$ cat src/rtl/uart_rx_bridge.sv
// uart_rx_bridge
//   System-clock side of the UART receiver. Brings the receiver's byte-done
//   flag across from the baud domain, queues completed bytes in a FIFO and
//   exposes them to the CPU through a two-register MMIO window. Drives the
//   receiver's read enable and a level interrupt.
//
// Ports
//   clk        system clock
//   rst        synchronous, active-high reset
//   rx_rfin    receiver byte-done flag (baud domain), one rise per byte
//   rx_dout    receiver byte, stable while rx_rfin is high
//   rx_ce      receiver read enable (registered)
//   bus_ce     register access strobe, one cycle per access
//   bus_we     1 = write, 0 = read
//   bus_addr   0 = DATA, 1 = STAT (read) / CTRL (write)
//   bus_wdata  write data
//   bus_rdata  read data, valid the cycle after bus_ce
//   irq        level interrupt (registered)
//
// STAT layout: {16'b0, count[7:0], 3'b0, irq_en, rx_en, overrun, full, ~empty}
// CTRL layout: bit4 irq_en, bit3 rx_en, bit2 write-1-to-clear overrun
module uart_rx_bridge #(
    parameter int DEPTH     = 16,
    parameter int AW        = 4,
    parameter bit RX_EN_RST = 1'b1
) (
    input  logic        clk,
    input  logic        rst,
    input  logic        rx_rfin,
    input  logic [7:0]  rx_dout,
    output logic        rx_ce,
    input  logic        bus_ce,
    input  logic        bus_we,
    input  logic        bus_addr,
    input  logic [31:0] bus_wdata,
    output logic [31:0] bus_rdata,
    output logic        irq
);

    localparam logic [AW:0] DEPTH_C  = (AW+1)'(DEPTH);
    localparam logic [AW:0] DEPTH_M1 = (AW+1)'(DEPTH - 1);

    logic [7:0]    mem [DEPTH];
    logic [AW-1:0] wp;
    logic [AW-1:0] rp;
    logic [AW:0]   count;
    logic [AW:0]   count_next;

    // rx_rfin synchroniser stages: _p0 = s1, _p1 = s2, _p2 = s3
    logic rfin_p0;
    logic rfin_p1;
    logic rfin_p2;

    logic overrun;
    logic irq_en;
    logic rx_en;

    logic push;
    logic pop;
    logic accept;
    logic drop;
    logic full;
    logic empty;
    logic rd;
    logic ctrl_wr;
    logic [8:0]  count_ext;
    logic [31:0] stat_word;
    logic        unused_bits;

    function automatic logic [31:0] pack_stat(
        input logic [7:0] cnt,
        input logic       ie,
        input logic       re,
        input logic       ovr,
        input logic       fl,
        input logic       nempty
    );
        return {16'b0, cnt, 3'b0, ie, re, ovr, fl, nempty};
    endfunction

    assign full    = (count == DEPTH_C);
    assign empty   = (count == '0);
    assign push    = rfin_p1 & ~rfin_p2;
    assign rd      = bus_ce & ~bus_we;
    assign ctrl_wr = bus_ce & bus_we & bus_addr;
    assign pop     = rd & ~bus_addr & ~empty;
    // A pop in the same cycle frees the slot, so a push into a full FIFO is
    // still accepted then.
    assign accept  = push & (~full | pop);
    assign drop    = push & full & ~pop;

    assign count_next = count + (AW+1)'(accept) - (AW+1)'(pop);

    assign count_ext = 9'(count);
    assign stat_word = pack_stat(count_ext[7:0], irq_en, rx_en, overrun, full, ~empty);

    assign unused_bits = ^{bus_wdata[31:5], bus_wdata[1:0], count_ext[8]};

    // Stage boundary: baud-domain flag into clk domain. Reset to 1 so a flag
    // already high at reset release is not seen as a new byte.
    always_ff @(posedge clk) begin
        if (rst) begin
            rfin_p0 <= 1'b1;
            rfin_p1 <= 1'b1;
            rfin_p2 <= 1'b1;
        end else begin
            rfin_p0 <= rx_rfin;
            rfin_p1 <= rfin_p0;
            rfin_p2 <= rfin_p1;
        end
    end

    // Stage boundary: FIFO storage (data only, no reset). rx_dout has been
    // stable for at least two clocks by the time push fires.
    always_ff @(posedge clk) begin
        if (accept) begin
            mem[wp] <= rx_dout;
        end
    end

    // Stage boundary: FIFO control, registers and registered outputs
    always_ff @(posedge clk) begin
        if (rst) begin
            wp        <= '0;
            rp        <= '0;
            count     <= '0;
            overrun   <= 1'b0;
            irq_en    <= 1'b0;
            rx_en     <= RX_EN_RST;
            rx_ce     <= 1'b0;
            irq       <= 1'b0;
            bus_rdata <= '0;
        end else begin
            if (accept) begin
                wp <= wp + AW'(1);
            end
            if (pop) begin
                rp <= rp + AW'(1);
            end
            count <= count_next;

            if (ctrl_wr) begin
                rx_en  <= bus_wdata[3];
                irq_en <= bus_wdata[4];
                if (bus_wdata[2]) begin
                    overrun <= 1'b0;
                end
            end
            // Placed after the clear so a drop in the same cycle wins.
            if (drop) begin
                overrun <= 1'b1;
            end

            // One slot of margin for the byte already in flight in the receiver.
            rx_ce <= rx_en & (count < DEPTH_M1);
            irq   <= irq_en & (count_next != '0);

            if (rd) begin
                if (bus_addr) begin
                    bus_rdata <= stat_word;
                end else if (pop) begin
                    bus_rdata <= {24'b0, mem[rp]};
                end else begin
                    bus_rdata <= '0;
                end
            end
        end
    end

endmodule

$ cat config.mk
export PLATFORM = sky130hd
export DESIGN_NAME = uart_rx_bridge
export DESIGN_NICKNAME = d
export VERILOG_FILES = /design/src/rtl/uart_rx_bridge.sv
export SDC_FILE = /design/constraint.sdc
export NUM_CORES = 1
export LEC_CHECK = 0
export BUFFER_PORTS_ARGS = -buffer_cell sky130_fd_sc_hd__clkbuf_2
export CORE_UTILIZATION = 25
export DETAILED_ROUTE_END_ITERATION = 6
export SLEW_MARGIN = 10
export SYNTH_ARGS = -nofsm -noshare
export SYNTH_HDL_FRONTEND = slang
export SYNTH_SLANG_ARGS = --single-unit
$ cat constraint.sdc
create_clock -name clk -period 2.66 [get_ports clk]
set_clock_uncertainty 0.05 [all_clocks]
set_input_delay 0.133 -clock clk [delete_from_list [all_inputs] [get_ports clk]]
set_output_delay 0.133 -clock clk [all_outputs]
set_load 0.03 [all_outputs]
## Word-level counts from Yosys, hierarchy flattened

Memory sizes are Yosys's and may differ from the RTL's. A register that Yosys moved wholly into a read port is not among the register bits.
Index checks and enable logic that the tools add are counted.

| storage, ports and cells | value |
|---|---|
| bits in registers | 53 |
| bits in writable memories | 128 |
| bits of input ports | 46 |
| output and inout port bits | 34 |
| memories | 1 |

Memory list:

| memory | words | bits a word | read ports | clocked after Yosys merged registers in | wr ports | RTL line | source |
|---|---|---|---|---|---|---|---|
| mem | 16 | 8 | 1 | 1 | 1 | 43 | `logic [7:0] mem [DEPTH];` |

| operators by class | value |
|---|---|
| $add $sub $neg | 4 |
| order comparisons | 1 |
| eq/ne operators | 1 |
| muxes and demuxes | 9 |
| bitwise logic cells | 18 |
| reduce and logical (&&, ||, !) cells | 5 |

Operators with widths:

| kind | number |
|---|---|
| 13-bit 2-to-1 mux | 1 |
| 1-bit AND | 11 |
| 4-bit by 1-bit adder with 4-bit output, second input constant | 2 |
| 4-bit 2-to-1 mux | 2 |
| 8-bit 2-to-1 mux | 1 |
| 1-bit inverter | 6 |
| 5-bit by 1-bit adder with 5-bit output | 1 |
| 5-bit == test, second input constant | 1 |
| 5-bit zero test | 1 |
| 5-bit by 4-bit < comparator with 1-bit output, second input constant | 1 |
| 1-bit 2-to-1 mux | 5 |
| 5-bit nonzero test | 1 |
| 5-bit by 1-bit subtractor with 5-bit output | 1 |
| 2-bit nonzero test | 2 |
| 2-bit AND reduction | 1 |
| 1-bit bitwise OR | 1 |

## Depth between registers and ports, before layout

Gate-level depths: netlist (run 1).

| depth | value |
|---|---|
| depth after elaboration | 10 |
| mapped depth | 13 |
| depth with buffers taken out | 13 |

## Least setup slack after synthesis (run 1)

OpenSTA, ideal clock, no wires.

| path | value |
|---|---|
| path kind | reg-to-reg |
| from | register count[2] |
| to | register irq |
| library setup time | 137 ps |
| data arrival time | 2,519 ps |
| slack | -46 ps |
| cell stages (with the launch flop) | 14 |
| buffers on the path | 0 |
| clock period less this slack | 2,706 ps |
| cells stage by stage | dfxtp_1 inv_1 ha_1 nor3b_1 a31oi_4 inv_1 ha_1 inv_1 ha_1 fa_1 a21oi_1 o21bai_1 xnor2_1 a41oi_1 |

| on the way | value |
|---|---|
| cells in the longest elaborated chain, start to end | 9 |
| elaborated cells between the ends (all ways) | 11 |
| classes of those cells | add/sub: 2; eq/ne: 1; bitwise: 6; reduce/logical: 2 |

Ends and longest elaborated chain:

| element | RTL line | source |
|---|---|---|
| from (decl) | 46 | `logic [AW:0] count;` |
| from (signal assigned) | 140 | `count <= count_next;` |
| 5-bit zero test | 82 | `assign empty = (count == '0);` |
| 1-bit inverter | 86 | `assign pop = rd & ~bus_addr & ~empty;` |
| 1-bit AND | 86 |  |
| 1-bit bitwise OR | 89 | `assign accept = push & (~full \| pop);` |
| 1-bit AND | 89 |  |
| 5-bit by 1-bit adder with 5-bit output | 92 | `assign count_next = count + (AW+1)'(accept) - (AW+1)'(pop);` |
| 5-bit by 1-bit subtractor with 5-bit output (*) | 92 |  |
| 5-bit nonzero test (*) | 156 | `irq <= irq_en & (count_next != '0);` |
| 1-bit AND (*) | 156 |  |
| to (signal assigned) | 156 |  |
| to (decl) | 37 | `output logic irq` |

Every way passes the cells marked *; elsewhere a longest branch is shown, timed or not.
A chain may end at the register's enable or synchronous reset.

## Worst setup path in the final report (run 1)

| path | value |
|---|---|
| from | register count[3] |
| to | register irq |

The elaborated chain is that of the path after synthesis.

==> qor.yml, run 1 <==
run_status:
  status: "finished, violations left"
  failed_checks: "design-rule violations"
final_layout:
  num_antenna_cells: 0
  final_cell_mix: "edfxtp_1, dfxtp_1, mux4_2, clkbuf_2, nor2_1"
  area_growth_pct: 21.2
  final_common_cell: "edfxtp_1"
  stdcell_count: 826
  drive_gt1_share_pct: 29.3
  final_net_count: 538
  stdcell_area_um2: 8130
pwr:
  intPower_w: 0.00494
  p_comb_share_pct: 13.1
  powerDensity_nw_per_um2: 799
  p_sw_w: 0.00155
  p_clk_share_pct: 42.3
  seqPwrFrac_pct: 44.7
  netSwitchingFraction_pct: 23.9
  leakage_nw: 2.73
  ir_worst_vdd_v: 0.000364
logic_synthesis:
  synthMuxAreaShare_pct: 11.5
  ys_seq_elements: 166
  synthDominantCellAreaShare_pct: 57.3
  synth_top_family_by_area: "multiplexers"
  yosysTopAreaCell: "edfxtp_1"
  synth_xor_area_share_pct: 1.17
  synth.avg_cell_area_um2: 16.2
  synth_warnings: 0
  synth_simple_gate_area_share_pct: 6.36
  synth.area.top_cells: "edfxtp_1, dfxtp_1, mux4_2"
  ys_types: 43
  syn_area_um2: 6710
  synth-async-reset-ratio_pct: 0
  synth-compound-area-share_pct: 5.48
  ys.flop_type: "edfxtp_1"
  synth_adder_area_share_pct: 2.72
  synth_seq_area_share_pct: 68.6
  synthCells: 415
  synth-edff-count: 128
timing:
  setup_violations: 0
  layout_setup_ws_ns: 0.0596
  min_period_over_period_pct: 97.8
  worst_slew_pin_slew_ns: 0.785
  relSlewSlack_pct: 47.7
  finalMaxSlewViolations: 0
  hold_viol: 0
  clock.fmax_mhz: 385
  whs_ns: 0.0155
  fin_crit_ns: 2.60
  tns_ns: 0
  rsz0062_at_grt: "true"
setup_path:
  cp_slowest_cell: "fa_2"
  crit_arrival_ns: 2.84
  crit_required_ns: 2.90
  end_kind: "flip-flop"
  max_stage_delay_ns: 0.38
  reg2regPathDepth: 13
  path_class: "flip-flop to flip-flop"
  worstSetupStartpointType: "flip-flop"
  worstPathCellList: "inv_2 > ha_4 > nor3b_4 > a31oi_4 > inv_2 > ha_4 > inv_2 > ha_4 > fa_2 > a21oi_2 > o21bai_1 > xnor2_1 > a41oi_1"
  critPathMaxFanout: 2
routing:
  avgRoutedWirePerCell_um: 16.6
  via_per_inst: 4.45
  routed_wirelength_mm: 13.7
  dr.pass1.iters: 6
  drt-initial-drc-count: 265
  drc: 7
  vias: 3674
  ant_nets: 0
place:
  dp_hpwl_mm: 8.91
  pre_cts_slack_ns: -0.0325
  gp_congestion: 0.801
  place_area_um2: 7370
  io_buffer_count: 31
  dp.cells: 790
hold_path:
  holdPathStages: 4
  min_path_type: "input port to flip-flop"
clocking:
  cts_tree: "done"
  cts_sinks: 166
  clk_latency_ns: 0.42
  clk_pin_slew_ns: 0.07
  max-clock-path-buffers: 2
  htreeDepth: 4
  cts-root-buf: "clkbuf_16"
  cts_made_buffers: 17
grt:
  grt_max_degree: 32
  antenna_found_initial: 0
  grtUsageTotal_pct: 10.2
  overflow: 0
  grt_pass1_vias: 3649
  grt_pass1_wl_mm: 21.0
die:
  fp.dieH_um: 166
  num_io_pins: 80
  core_um2: 26200
  die_w_um: 166
  start_util_pct: 25.6
  die-area_um2: 27500
  rows: 59
run:
  cap_violations: 0
-- flip-flops by register name, indices dropped and copies added, names as in the netlist, named ones only --
signal,cells
bus_rdata,13
count,5
irq,1
irq_en,1
mem,128
overrun,1
rfin_p0,1
rfin_p1,1
rfin_p2,1
rp,4
rx_ce,1
rx_en,1
wp,4
-- timing repair --
| item | 4_1_cts | 5_1_grt |
|---|---|---|
| setup buffers | 1 | 0 |
| hold endpoints to repair | 3 | 0 |
| resized for setup | 1 | 13 |
| endpoints found under the setup margin | 1 | 2 |
| hold buffers | 3 | 0 |
| pin swaps | 2 | 9 |
| gates cloned | 0 | 0 |
-- cells by family after synthesis --
kind of cell	count (synthesis)
other	1
buffers and inverters	49
xor gates and xnor gates	9
muxes	37
adders and majority gates	14
and+or+nand+nor	84
DFF	166
AOI/OAI and AO/OA	55
-- final cells by class --
type                            instances  area, µm²
Sequential cell                       166       4610
Timing Repair Buffer                   63        432
Clock buffer                           18        429
Multi-Input combinational cell        218       1960
Tap cell                              335        419
Clock inverter                         14        236
Fill cell                            2518      18100
Inverter                               12       45.0
-- layer usage --
metal | wire, µm | share of wire (%) | track usage [%] | up-vias
li1 | - | - | - | 1680
met3 | 627 | 4.6 | 3.15 | 9
met2 | 6550 | 48 | 16.4 | 87
met4 | 121 | 0.88 | 2.80 | 0
met5 | 0 | 0 | 0 | -
met1 | 6390 | 47 | 13.3 | 1898
-- critical path, delay by kind of cell, from the launching register on --
family	cells	cell delay, ns
XOR/XNOR	1	0.22
flip-flops	1	0.34
adder cells (fa/ha/maj)	4	0.95
AND/OR/NAND/NOR	1	0.16
AO/OA/AOI/OAI	4	0.60
buffers and inverters	3	0.16
-- worst paths after layout --
| kind | startpoint | slack, ns | end |
|---|---|---|---|
| setup reg to reg | count[3]$_SDFF_PP0_ | 0.06 | irq$_SDFF_PP0_ |
| hold / removal | bus_wdata[2] | 0.02 | overrun$_SDFFE_PP0P_ |
| hold reg to reg | rfin_p0$_SDFF_PP1_ | 0.36 | rfin_p1$_SDFF_PP1_ |
| setup / recovery | count[3]$_SDFF_PP0_ | 0.06 | irq$_SDFF_PP0_ |
-- through the flow --
stage               total power, W  utilization, %
global route               0.00673            31.0
detailed placement         0.00373            28.1
floorplan                  0.00350               -
global placement           0.00371            28.1
CTS                        0.00648            30.8
finish                     0.00650            31.0
-- cell usage after synthesis, drive strengths merged (2+ instances only) --
master,number
mux4,32
nor3b,2
mux2i,5
nand3,10
buf,26
a21oi,20
edfxtp,128
or3b,2
nor2,28
xnor2,8
nand2b,4
or2,4
nor2b,5
nor3,5
nand3b,2
a211oi,3
inv,12
nand2,17
dfxtp,38
clkbuf,11
a22o,12
o21ai,12
ha,13
-- power by group through the flow --
stage | Sequential (W) | Clock, W | Combinational (W)
detailed placement | 0.00295 | 0 | 0.000784
global route | 0.00291 | 0.00290 | 0.000923
floorplan | 0.00298 | 0 | 0.000521
CTS | 0.00289 | 0.00279 | 0.000792
global placement | 0.00295 | 0 | 0.000761
finish | 0.00290 | 0.00275 | 0.000849
No activity file was read; power rests on OpenSTA's default activity.
==> run 2, diff against run 1 <==
==> constraint.sdc (replaced) <==
create_clock -name clk -period 2.66 [get_ports clk]
set_clock_uncertainty 0.05 [all_clocks]
set_input_delay 0.532 -clock clk [delete_from_list [all_inputs] [get_ports clk]]
set_output_delay 0.532 -clock clk [all_outputs]
set_load 0.03 [all_outputs]
==> qor.yml, run 2 (synthesis gave the netlist of run 1 again) <==
run:
  cap_violations: 0
routing:
  ant_nets: 0
  vias: 3624
  routed_wirelength_mm: 13.6
  drt-initial-drc-count: 309
  dr.pass1.iters: 7
  drc: 9
  avgRoutedWirePerCell_um: 16.3
  via_per_inst: 4.36
timing:
  fin_crit_ns: 2.60
  rsz0062_at_grt: "true"
  tns_ns: 0
  setup_violations: 0
  relSlewSlack_pct: 59.8
  clock.fmax_mhz: 385
  worst_slew_pin_slew_ns: 0.601
  min_period_over_period_pct: 97.6
  whs_ns: 0.254
  hold_viol: 0
  finalMaxSlewViolations: 0
final_layout:
  top_register: "mem"
  final_cell_mix: "edfxtp_1, buf_4, dfxtp_1, mux4_2, clkbuf_2"
  stdcell_count: 831
  num_antenna_cells: 0
  fill_cells: 2517
  final_common_cell: "edfxtp_1"
  final_net_count: 543
  area_growth_pct: 20.5
  drive_gt1_share_pct: 31.5
  reg_top3: "mem (128), bus_rdata (13), count (5)"
  postLayoutCoreUtil_pct: 30.8
  largest_register_ffs: 128
setup_path:
  critPathMaxFanout: 3
  worstSetupStartpointType: "flip-flop"
  r2r-end: "irq$_SDFF_PP0_"
  end_kind: "flip-flop"
  r2r_start: "count[3]$_SDFF_PP0_"
  path_class: "flip-flop to flip-flop"
  crit_required_ns: 2.90
  cp_slowest_cell: "fa_2"
  crit_arrival_ns: 2.84
  reg2regPathDepth: 13
  worstPathCellList: "inv_2 > ha_4 > nor3b_4 > a31oi_4 > inv_2 > ha_4 > inv_2 > ha_4 > fa_2 > a21oi_2 > o21bai_2 > xnor2_2 > a41oi_2"
  max_stage_delay_ns: 0.36
  rrSetupSlack_ns: 0.06
pwr:
  ir_worst_vdd_v: 0.000403
  powerDensity_nw_per_um2: 767
  leakage_nw: 2.70
  power_w: 0.00620
grt:
  grt_util_met3_pct: 3.10
  grt_max_degree: 32
  globalRouteMet1Util_pct: 12.8
  top_usage_layer: "met2"
  grt_pass1_vias: 3677
  overflow: 0
  grtUsageTotal_pct: 10.3
  gr-usage-met2_pct: 17.2
  antenna_found_initial: 0
  grt_pass1_wl_mm: 21.0
die:
  core_um2: 26200
  die-area_um2: 27500
  fp.dieH_um: 166
  num_io_pins: 80
  die_w_um: 166
  start_util_pct: 25.6
  rows: 59
hold_path:
  min_to: "rfin_p0$_SDFF_PP1_"
  min_path_type: "input port to flip-flop"
  holdPathStages: 2
  min_from: "rx_rfin"
place:
  dp.cells: 798
  gp_congestion: 0.794
  io_buffer_count: 31
  dp_hpwl_mm: 9.13
clocking:
  htreeDepth: 4
  cts-hold-fix-buffers: 0
  cts-root-buf: "clkbuf_16"
  cts_made_buffers: 17
  max-clock-path-buffers: 2
  clk_latency_ns: 0.43
  cts_tree: "done"
  cts_sinks: 166
  clk_pin_slew_ns: 0.07
run_status:
  status: "finished, violations left"
  failed_checks: "design-rule violations"
## run 2: metal layers
layer	wire length [µm]	up-vias
li1	-	1681
met1	5930	1839
met2	6850	94
met3	640	10
met4	142	0
met5	0	-
## run 2: area by class of cell
cell class                 instances  area, µm²  area share (%)
sequential                       166       4610            57.0
multi-input combinational        218       1980            24.5
timing repair buffer              68        458            5.66
clock buffer                      20        447            5.53
tap                              335        419            5.18
clock inverter                    12        123            1.52
inverter                          12       45.0           0.557
## run 2: worst max-delay path by stage
stage | depth (start not counted) | to | slack, ns | from
2_1_floorplan | 12 | irq$_SDFF_PP0_ | -0.17 | bus_addr
3_3_place_gp | 12 | irq$_SDFF_PP0_ | -0.24 | bus_addr
3_5_place_dp | 12 | irq$_SDFF_PP0_ | -0.28 | bus_addr
4_1_cts | 14 | irq$_SDFF_PP0_ | 0.005 | count[3]$_SDFF_PP0_
5_1_grt | 14 | count[4]$_SDFF_PP0_ | -0.05 | count[2]$_SDFF_PP0_
6_report | 13 | irq$_SDFF_PP0_ | 0.06 | count[3]$_SDFF_PP0_
## run 2: critical path, delay by kind of cell (launching register included)
kind                     cells  cell delay, ns
buffers and inverters        3            0.14
flip-flops                   1            0.33
adder cells (fa/ha/maj)      4            0.92
AO/OA/AOI/OAI                4            0.64
XOR/XNOR                     1            0.22
AND/OR/NAND/NOR              1            0.15
## run 2: report_power, final
group	leakage (nW)	switching (W)	total (W)	internal, W
sequential	1.46	0.0000465	0.00289	0.00285
combinational	0.978	0.000505	0.000973	0.000468
clock	0.262	0.00101	0.00234	0.00133
total	2.70	0.00156	0.00620	0.00464
## run 2: metrics by stage
stage	setup WS (ns)	cell area, µm²
2_1_floorplan	-0.172	6790
3_3_place_gp	-0.237	7430
3_5_place_dp	-0.281	7430
4_1_cts	0.00510	8010
5_1_grt	-0.0500	8080
6_report	0.0637	8080
## run 2: what timing repair did
action,in CTS,in global routing
endpoints found under the setup margin,1,2
buffers inserted,1,1
pin swaps,3,8
resized for setup,2,16
==> run 3, diff against run 2 <==
CELL_PAD_IN_SITES_DETAIL_PLACEMENT = 1   (was unset)
CELL_PAD_IN_SITES_GLOBAL_PLACEMENT = 1   (was unset)
PLACE_DENSITY_LB_ADDON = 0.1   (was unset)
==> qor.yml, run 3 (synthesis gave the netlist of run 1 again) <==
timing:
  whs_ns: 0.252
  setup_violations: 0
  worst_slew_pin_slew_ns: 0.639
  relSlewSlack_pct: 57.3
  min_period_over_period_pct: 96.6
  clock.fmax_mhz: 389
  tns_ns: 0
  finalMaxSlewViolations: 0
  fin_crit_ns: 2.57
  hold_viol: 0
setup_path:
  worstSetupStartpointType: "flip-flop"
  critPathLaunch: "count[3]$_SDFF_PP0_"
  critPathMaxFanout: 3
  crit_required_ns: 2.92
  reg2regPathDepth: 14
  r2r_start: "count[3]$_SDFF_PP0_"
  r2r-end: "count[4]$_SDFF_PP0_"
  crit_end: "count[4]$_SDFF_PP0_"
  crit_arrival_ns: 2.83
  path_class: "flip-flop to flip-flop"
  end_kind: "flip-flop"
  rrSetupSlack_ns: 0.09
final_layout:
  num_antenna_cells: 0
  top_register: "mem"
  stdcell_count: 838
  fill_cells: 2715
  final_net_count: 550
  multi_input_area_um2: 1970
  drive_gt1_share_pct: 31.2
  final_cell_mix: "edfxtp_1, buf_4, dfxtp_1, mux4_2, clkbuf_2"
  final_common_cell: "edfxtp_1"
  reg_top3: "mem (128), bus_rdata (13), count (5)"
  area_growth_pct: 21.0
  register_area_um2: 4610
  postLayoutCoreUtil_pct: 31.0
  largest_register_ffs: 128
grt:
  antenna_found_initial: 0
  grt_pass1_vias: 3966
  grt_pass1_wl_mm: 25.7
  overflow: 0
  grtUsageTotal_pct: 13.1
  grt_max_degree: 32
die:
  core_um2: 26200
  num_io_pins: 80
  die_w_um: 166
  fp.dieH_um: 166
  start_util_pct: 25.6
  die-area_um2: 27500
  rows: 59
clocking:
  htreeDepth: 4
  clk_pin_slew_ns: 0.07
  cts_sinks: 166
  cts_made_buffers: 17
  clk_latency_ns: 0.43
  cts-root-buf: "clkbuf_16"
  cts_tree: "done"
  max-clock-path-buffers: 2
pwr:
  ir_worst_vdd_v: 0.000366
  powerDensity_nw_per_um2: 774
  leakage_nw: 2.75
  power_w: 0.00629
hold_path:
  min_path_type: "input port to flip-flop"
place:
  io_buffer_count: 31
  dp_hpwl_mm: 10.9
  gp_congestion: 0.734
  dp.cells: 805
routing:
  vias: 3677
  drt-initial-drc-count: 225
  drc: 6
  via_per_inst: 4.39
  dr.pass1.iters: 6
  ant_nets: 0
  avgRoutedWirePerCell_um: 20.2
  routed_wirelength_mm: 17.0
run_status:
  status: "finished, violations left"
  failed_checks: "design-rule violations"
run:
  cap_violations: 0
-- run 3: area by class of cell --
class / count / area share [%]
Sequential cell: 166 / 56.7
Multi-Input combinational cell: 218 / 24.3
Timing Repair Buffer: 75 / 6.29
Clock buffer: 19 / 5.33
Tap cell: 335 / 5.16
Clock inverter: 13 / 1.66
Inverter: 12 / 0.555
-- run 3: worst min-delay path by stage --
stage                            start            endpoint  slack [ns]  cells past startpoint
finish                         rx_rfin  rfin_p0$_SDFF_PP1_        0.25                      2
global route                   rx_rfin  rfin_p0$_SDFF_PP1_        0.23                      2
CTS                            rx_rfin  rfin_p0$_SDFF_PP1_        0.23                      2
detailed placement  rfin_p0$_SDFF_PP1_  rfin_p1$_SDFF_PP1_        0.37                      1
global placement    rfin_p0$_SDFF_PP1_  rfin_p1$_SDFF_PP1_        0.36                      1
floorplan           rfin_p0$_SDFF_PP1_  rfin_p1$_SDFF_PP1_        0.34                      1
-- run 3: power breakdown --
group          leakage, nW  internal, W  switching [W]
registers             1.46      0.00284      0.0000417
logic                 1.01     0.000466       0.000501
clock network        0.273      0.00132        0.00111
-- run 3: per-stage QoR --
stage	setup WS (ns)	area [µm²]
after floorplan	-0.172	6790
after global placement	-0.248	7480
after detailed placement	-0.281	7480
after CTS	0.0108	8060
after global routing	-0.0158	8120
final	0.0895	8120
-- run 3: timing repair --
item | CTS | global route
hold buffers | 0 | 0
setup endpoints to repair | 2 | 3
resized for setup | 6 | 7
pin swaps | 8 | 7
buffers inserted | 0 | 2
-- run 3: worst max-delay path, stage by stage, from the launching register on --
cell and delay [ns]:
dfxtp_2 0.33, inv_1 0.07, ha_4 0.17, nor3b_4 0.16
a31oi_4 0.18, inv_2 0.07, ha_4 0.26, inv_2 0.04
ha_4 0.15, fa_2 0.36, a21oi_2 0.13, o21bai_1 0.09
xnor2_1 0.21, buf_4 0.14, nor2_1 0.03
-- run 3: routing by layer --
layer  global-route usage [%]  up-vias  part of all wire, %
met5                        0        -                    0
met4                     4.55        0                  1.5
met3                     3.15       16                  3.0
met2                     21.8       54                   50
met1                     16.6     1910                   46
li1                         -     1697                    -
